--- src/rtl/seq_detector_1001.sv ---
// Moore-style detector for the serial pattern 1001 (first bit 1), with selectable
// overlapping detection, a registered match pulse and a saturating match counter.
module seq_detector_1001 #(
    parameter int unsigned CNT_W = 8
) (
    input  logic             clk,
    input  logic             reset,
    input  logic             en,
    input  logic             sin,
    input  logic             overlap,
    input  logic             clr_cnt,
    output logic             match,
    output logic [2:0]       state,
    output logic [CNT_W-1:0] count,
    output logic             sat
);

    typedef enum logic [2:0] {
        S0    = 3'd0,
        S1    = 3'd1,
        S10   = 3'd2,
        S100  = 3'd3,
        S1001 = 3'd4
    } state_t;

    localparam logic [CNT_W-1:0] CNT_MAX = '1;

    state_t           state_q, state_d;
    logic             match_q, match_d;
    logic [CNT_W-1:0] count_q, count_d;
    logic             sat_q, sat_d;

    always_comb begin
        state_d = state_q;
        case (state_q)
            S0:      if (en) state_d = sin ? S1 : S0;
            S1:      if (en) state_d = sin ? S1 : S10;
            S10:     if (en) state_d = sin ? S1 : S100;
            S100:    if (en) state_d = sin ? S1001 : S0;
            // Overlapping mode reuses the trailing "10" as a new prefix.
            S1001:   if (en) state_d = sin ? S1 : (overlap ? S10 : S0);
            default: state_d = S0;
        endcase
    end

    always_comb begin
        match_d = en && (state_d == S1001);
    end

    always_comb begin
        count_d = count_q;
        if (clr_cnt) begin
            count_d = match_d ? CNT_W'(1) : '0;
        end else if (match_d && (count_q != CNT_MAX)) begin
            count_d = count_q + CNT_W'(1);
        end
        sat_d = (count_d == CNT_MAX);
    end

    always_ff @(posedge clk or posedge reset) begin
        if (reset) begin
            state_q <= S0;
            match_q <= 1'b0;
            count_q <= '0;
            sat_q   <= 1'b0;
        end else begin
            state_q <= state_d;
            match_q <= match_d;
            count_q <= count_d;
            sat_q   <= sat_d;
        end
    end

    assign match = match_q;
    assign state = state_q;
    assign count = count_q;
    assign sat   = sat_q;

endmodule

--- config.mk ---
export PLATFORM = sky130hd
export DESIGN_NAME = seq_detector_1001
export DESIGN_NICKNAME = d
export VERILOG_FILES = /design/src/rtl/seq_detector_1001.sv
export SDC_FILE = /design/constraint.sdc
export NUM_CORES = 1
export LEC_CHECK = 0
export BUFFER_PORTS_ARGS = -buffer_cell sky130_fd_sc_hd__buf_4
export CORE_ASPECT_RATIO = 1.1
export CORE_MARGIN = 2
export CORE_UTILIZATION = 23
export CTS_BUF_LIST = sky130_fd_sc_hd__clkbuf_4 sky130_fd_sc_hd__clkbuf_8 sky130_fd_sc_hd__clkbuf_16
export CTS_CLUSTER_SIZE = 8
export DETAILED_ROUTE_END_ITERATION = 12
export PLACE_DENSITY_LB_ADDON = 0.2
export SLEW_MARGIN = 10
export SYNTH_ARGS = -nofsm -noshare
export SYNTH_HDL_FRONTEND = slang
export SYNTH_SLANG_ARGS = --single-unit
export TNS_END_PERCENT = 5
--- constraint.sdc ---
create_clock -name clk -period 1.7 [get_ports clk]
set_input_delay 0.17 -clock clk [delete_from_list [all_inputs] [get_ports clk]]
set_output_delay 0.17 -clock clk [all_outputs]
set_load 0.02 [all_outputs]
# Word level (Yosys, flattened, before mapping)
# Index checks and enable logic that the tools add are counted.
[op_classes] n_reduce_logical=3 bitwise=0 n_mul=0 shift=0 order_cmp=0 div=0 n_addsub=1 muxes=15 eq_ne=7
[ops] op="3-bit 2-to-1 mux" n=6
[ops] op="8-bit 2-to-1 mux" n=2
[ops] op="3-bit case mux with 5 select lines" n=1
[ops] op="8-bit by 1-bit adder with 8-bit output (second input constant)" n=1
[ops] op="8-bit equality test (second input constant)" n=1
[ops] op="2-bit 2-to-1 mux" n=4
[ops] op="8-bit != test (second input constant)" n=1
[ops] op="3-bit by 2-bit equality test with 1-bit output (second input constant)" n=2
[ops] op="3-bit equality test (second input constant)" n=2
[ops] op="3-bit by 1-bit equality test with 1-bit output (second input constant)" n=1
[ops] op="3-bit logical NOT" n=1
[ops] op="1-bit logical AND" n=2
[ops] op="1-bit 2-to-1 mux" n=2
[totals] in_bits=6 output_inout_bits=13 rom_bits=0 register_bits=13 n_memories=0 mem_bits_rw=0 latch_bits=0

# Logic depth before layout (Yosys ltp)
[depth] word_depth=10 ltp_mapped=6 depth_no_buf=5

# Worst setup path before layout
# No wires, ideal clock.
[synth_path] path_kind="register to register" from="register count_q[0], in the netlist count[0]" to="register count_q[5], in the netlist count[5]" setup_slack_ns=-0.112 stages_incl_launch_ff=7 t_arrival_ns=1.735 setup_ns=0.077 n_path_buf=1 required_time_ns=1.623 path_cell_list="dfrtp_1 > ha_1 > nand3_1 > nor2_1 > dlymetal6s2s_1 > or4_1 > a21oi_1"
[synth_via] elab_chain_len=4 word_cells_on_any_way=5 classes_between="1 x add/sub; 1 x eq/ne; 2 x mux; 1 x reduce/logical"
[synth_rtl] element="start: declaration" line="30" source="logic [CNT_W-1:0] count_q, count_d;"
[synth_rtl] element="start signal: assignment" line="69" source="count_q <= count_d;"
[synth_rtl] element="branches (longest 2 deep; another with 8-bit by 1-bit adder with 8-bit output)"
[synth_rtl] element="8-bit 2-to-1 mux *" line="54" source="end else if (match_d && (count_q != CNT_MAX)) begin"
[synth_rtl] element="8-bit 2-to-1 mux *" line="52" source="if (clr_cnt) begin"
[synth_rtl] element="named net count_d[5]" line="30"
# Mark *: on every way through the listed nets, which the timed path passes.

# Worst setup path after layout
[layout_path] from="register state_q[2], in the netlist state[2]" to="register count_q[5], in the netlist count[5]"
[layout_via] elab_chain_len=7 word_cells_on_any_way=16 classes_between="5 x eq/ne; 8 x mux; 3 x reduce/logical"
[layout_rtl] element="start: declaration" line="28" source="state_t state_q, state_d;"
[layout_rtl] element="start signal: assignment" line="67" source="state_q <= state_d;"
[layout_rtl] element="3-bit equality test, or another cell as far along" line="35" source="case (state_q)"
[layout_rtl] element="3-bit case mux with 5 select lines *" line="35"
[layout_rtl] element="3-bit equality test *" line="47" source="match_d = en && (state_d == S1001);"
[layout_rtl] element="1-bit logical AND *" line="47"
[layout_rtl] element="1-bit logical AND *" line="54"
[layout_rtl] element="8-bit 2-to-1 mux *" line="54"
[layout_rtl] element="8-bit 2-to-1 mux *" line="52"
[layout_rtl] element="named net count_d[5]" line="30"
# The timed path passes the listed nets; every way through them passes the cells marked *.

==> results.py <==
metrics = {
    "clock_network": {
        "cts_tree": "built",
        "cts_sinks": 13,
        "htreeDepth": 1,
        "cts-root-buf": "clkbuf_4",
        "clock_latency_ns": 0.28,
        "cts_setup_buffers": 0,
        "clk_pin_slew_worst_paths_ns": 0.08,
        "ctsLongestPathBuffers": 2,
        "numCtsBuffers": 3,
    },
    "timing": {
        "rsz0062_at_grt": "yes",
        "setup_viol": 0,
        "finalHoldViolations": 0,
        "worst_pin_slew_ns": 0.536,
        "maxClockFrequency_mhz": 622,
        "maxSlewHeadroom_pct": 64.3,
        "finalClockSkew_ns": 0.000678,
        "setup_tns_ns": 0,
        "fin_crit_ns": 1.61,
        "maxSlewViolCount": 0,
        "period_share_pct": 94.6,
    },
    "final_layout": {
        "post-route-util_pct": 33.0,
        "final_cell_mix": "buf_4 (30), a21oi_1 (8), dfrtp_1 (8)",
        "nFillCells": 350,
        "fin_nets": 121,
        "layout_commonest_cell": "buf_4",
        "num_antenna_cells": 0,
        "area.growth.synth_to_final_pct": 39.9,
        "drive_gt1_share_pct": 40.7,
        "stdcell_area_um2": 1080,
    },
    "setup_path": {
        "slowest_stage": "or4_1",
        "worstPathMaxFanout": 12,
        "crit_family": "simple AND/OR/NAND/NOR gates",
        "start_kind": "flip-flop",
        "crit_buf_inv": 0,
        "crit_required_ns": 1.91,
        "path_class": "flip-flop to flip-flop",
        "critPathArrivalTime_ns": 1.81,
        "crit_chain": "nand4b_4, or2_4, or4_1, a21oi_1",
        "endpoint_kind": "flip-flop",
        "slowest_delay_ns": 0.51,
    },
    "power_and_ir_drop": {
        "internal_power_w": 0.000563,
        "clkPwrFrac_pct": 25.4,
        "switching_share_pct": 33.7,
        "p_comb_share_pct": 28.3,
        "switchingPower_w": 0.000287,
        "peakVddDrop_v": 0.000451,
        "leakagePower_nw": 0.500,
        "power_frac_seq_pct": 46.3,
        "cellPowerDensity_nw_per_um2": 787,
    },
    "floorplan": {
        "placementRows": 22,
        "die_y_um": 64.8,
        "dieArea_um2": 3840,
        "initial_core_util_pct": 23.6,
        "die_w_um": 59.2,
        "ios": 19,
        "core_area_um2": 3280,
    },
    "drt": {
        "dr_total_vias": 767,
        "antenna_left": 0,
        "wl_per_cell_um": 13.6,
        "via_per_inst": 5.15,
        "drt-pass1-iter-count": 4,
        "wl_um": 2030,
        "drc": 0,
        "drt_iter0_drc": 9,
    },
    "global_route": {
        "grt_antenna_before_repair": 0,
        "grt_pass1_vias": 777,
        "overflow": 0,
        "grt_max_degree": 14,
        "track_usage_pct": 12.6,
        "grt_pass1_wl_um": 3680,
    },
    "logic_synthesis": {
        "synth.distinct_cells": 36,
        "netlist_instances": 80,
        "syn-num-nets": 87,
        "ys.flop_type": "dfrtp_1",
        "synth.cell_area_um2": 772,
        "ys_seq_elements": 13,
        "yosysWarnings": 0,
        "synth_enable_flop_cells": 0,
        "syn_area_per_cell_um2": 9.65,
        "seq_area_frac_synth_pct": 42.1,
        "async_reset_ff_share_pct": 100,
    },
    "min_path": {
        "hp-class": "input port to flip-flop",
    },
    "flow_run": {
        "drv_cap": 0,
    },
    "placed_design": {
        "place.gp.congestion": 0.792,
        "post-dp-hpwl_um": 1560,
        "portBuffers": 18,
        "place_area_um2": 1040,
    },
    "run_status": {
        "status": "completed",
    },
}
==> power by group through the flow <==
stage / clock network, W / logic (W) / registers (W)
final: 0.000216 / 0.000241 / 0.000393
after global placement: 0 / 0.000239 / 0.000398
after global routing: 0.000250 / 0.000266 / 0.000400
after detailed placement: 0 / 0.000242 / 0.000399
after CTS: 0.000226 / 0.000244 / 0.000394
after floorplan: 0 / 0.000109 / 0.000432
==> cell usage after synthesis (all sizes together) (2+ instances only) <==
| cell | n | area share, % |
|---|---|---|
| inv | 3 | 1.5 |
| dfrtp | 13 | 42 |
| and3 | 3 | 2.6 |
| or4 | 3 | 2.9 |
| nor2 | 3 | 1.5 |
| nand4 | 2 | 1.6 |
| o211ai | 2 | 1.9 |
| a21oi | 8 | 5.2 |
| o21ai | 6 | 3.9 |
| nand2b | 2 | 1.6 |
| o31ai | 3 | 2.9 |
| nand2 | 4 | 1.9 |
| nand3 | 6 | 3.9 |
==> routing by layer <==
metal	routed length (um)	vias up	global-route usage (%)
met5	0	-	0
met4	42	0	5.97
met3	75	4	1.80
met2	962	20	19.2
met1	950	371	17.0
li1	-	372	-
==> flip-flops by register name (all words and copies together), names as in the netlist <==
register	count
match	1
sat	1
count	8
state	3
==> cell families after synthesis <==
family | share of synthesized area, %
AO/OA/AOI/OAI | 23.5
XOR/XNOR | 1.13
adder cells (fa/ha/maj) | 1.62
buffers and inverters | 5.02
flip-flops | 42.1
AND/OR/NAND/NOR | 26.6
==> stage by stage <==
step / worst slack (ns) / hold slack [ns] / total power [W] / instances
after floorplan: 0.00226 / 0.0466 / 0.000541 / 80
after global placement: 0.127 / 0.252 / 0.000637 / 144
after detailed placement: 0.105 / 0.266 / 0.000641 / 144
after CTS: 0.0729 / 0.104 / 0.000864 / 149
after global routing: -0.0251 / 0.0939 / 0.000916 / 149
final: 0.0916 / 0.0986 / 0.000850 / 149
==> timing repair <==
item	CTS	global route
gates resized for setup	0	1
hold buffers	1	0
endpoints found under the hold margin	13	0
setup endpoints to repair	0	5
==> area by class of cell <==
cell class	count	area, um^2	share of cell area [%]
Sequential cell	13	332	30.7
Timing Repair Buffer	31	235	21.8
Inverter	4	15.0	1.39
Clock buffer	4	30.0	2.78
Multi-Input combinational cell	61	423	39.2
Tap cell	36	45.0	4.17
==> final timing paths <==
path                           from       end  slack [ns]  cells past startpoint
setup / recovery           state[2]  count[5]        0.09                      4
hold / removal              clr_cnt  count[3]         0.1                      2
setup reg to reg           state[2]  count[5]        0.09                      4
hold reg to reg            count[4]  count[4]        0.61                      2
max in group asynchronous     reset  state[2]        0.83                      3
min in group asynchronous     reset  count[1]        0.49                      3
(Power assumes the default switching activity.)
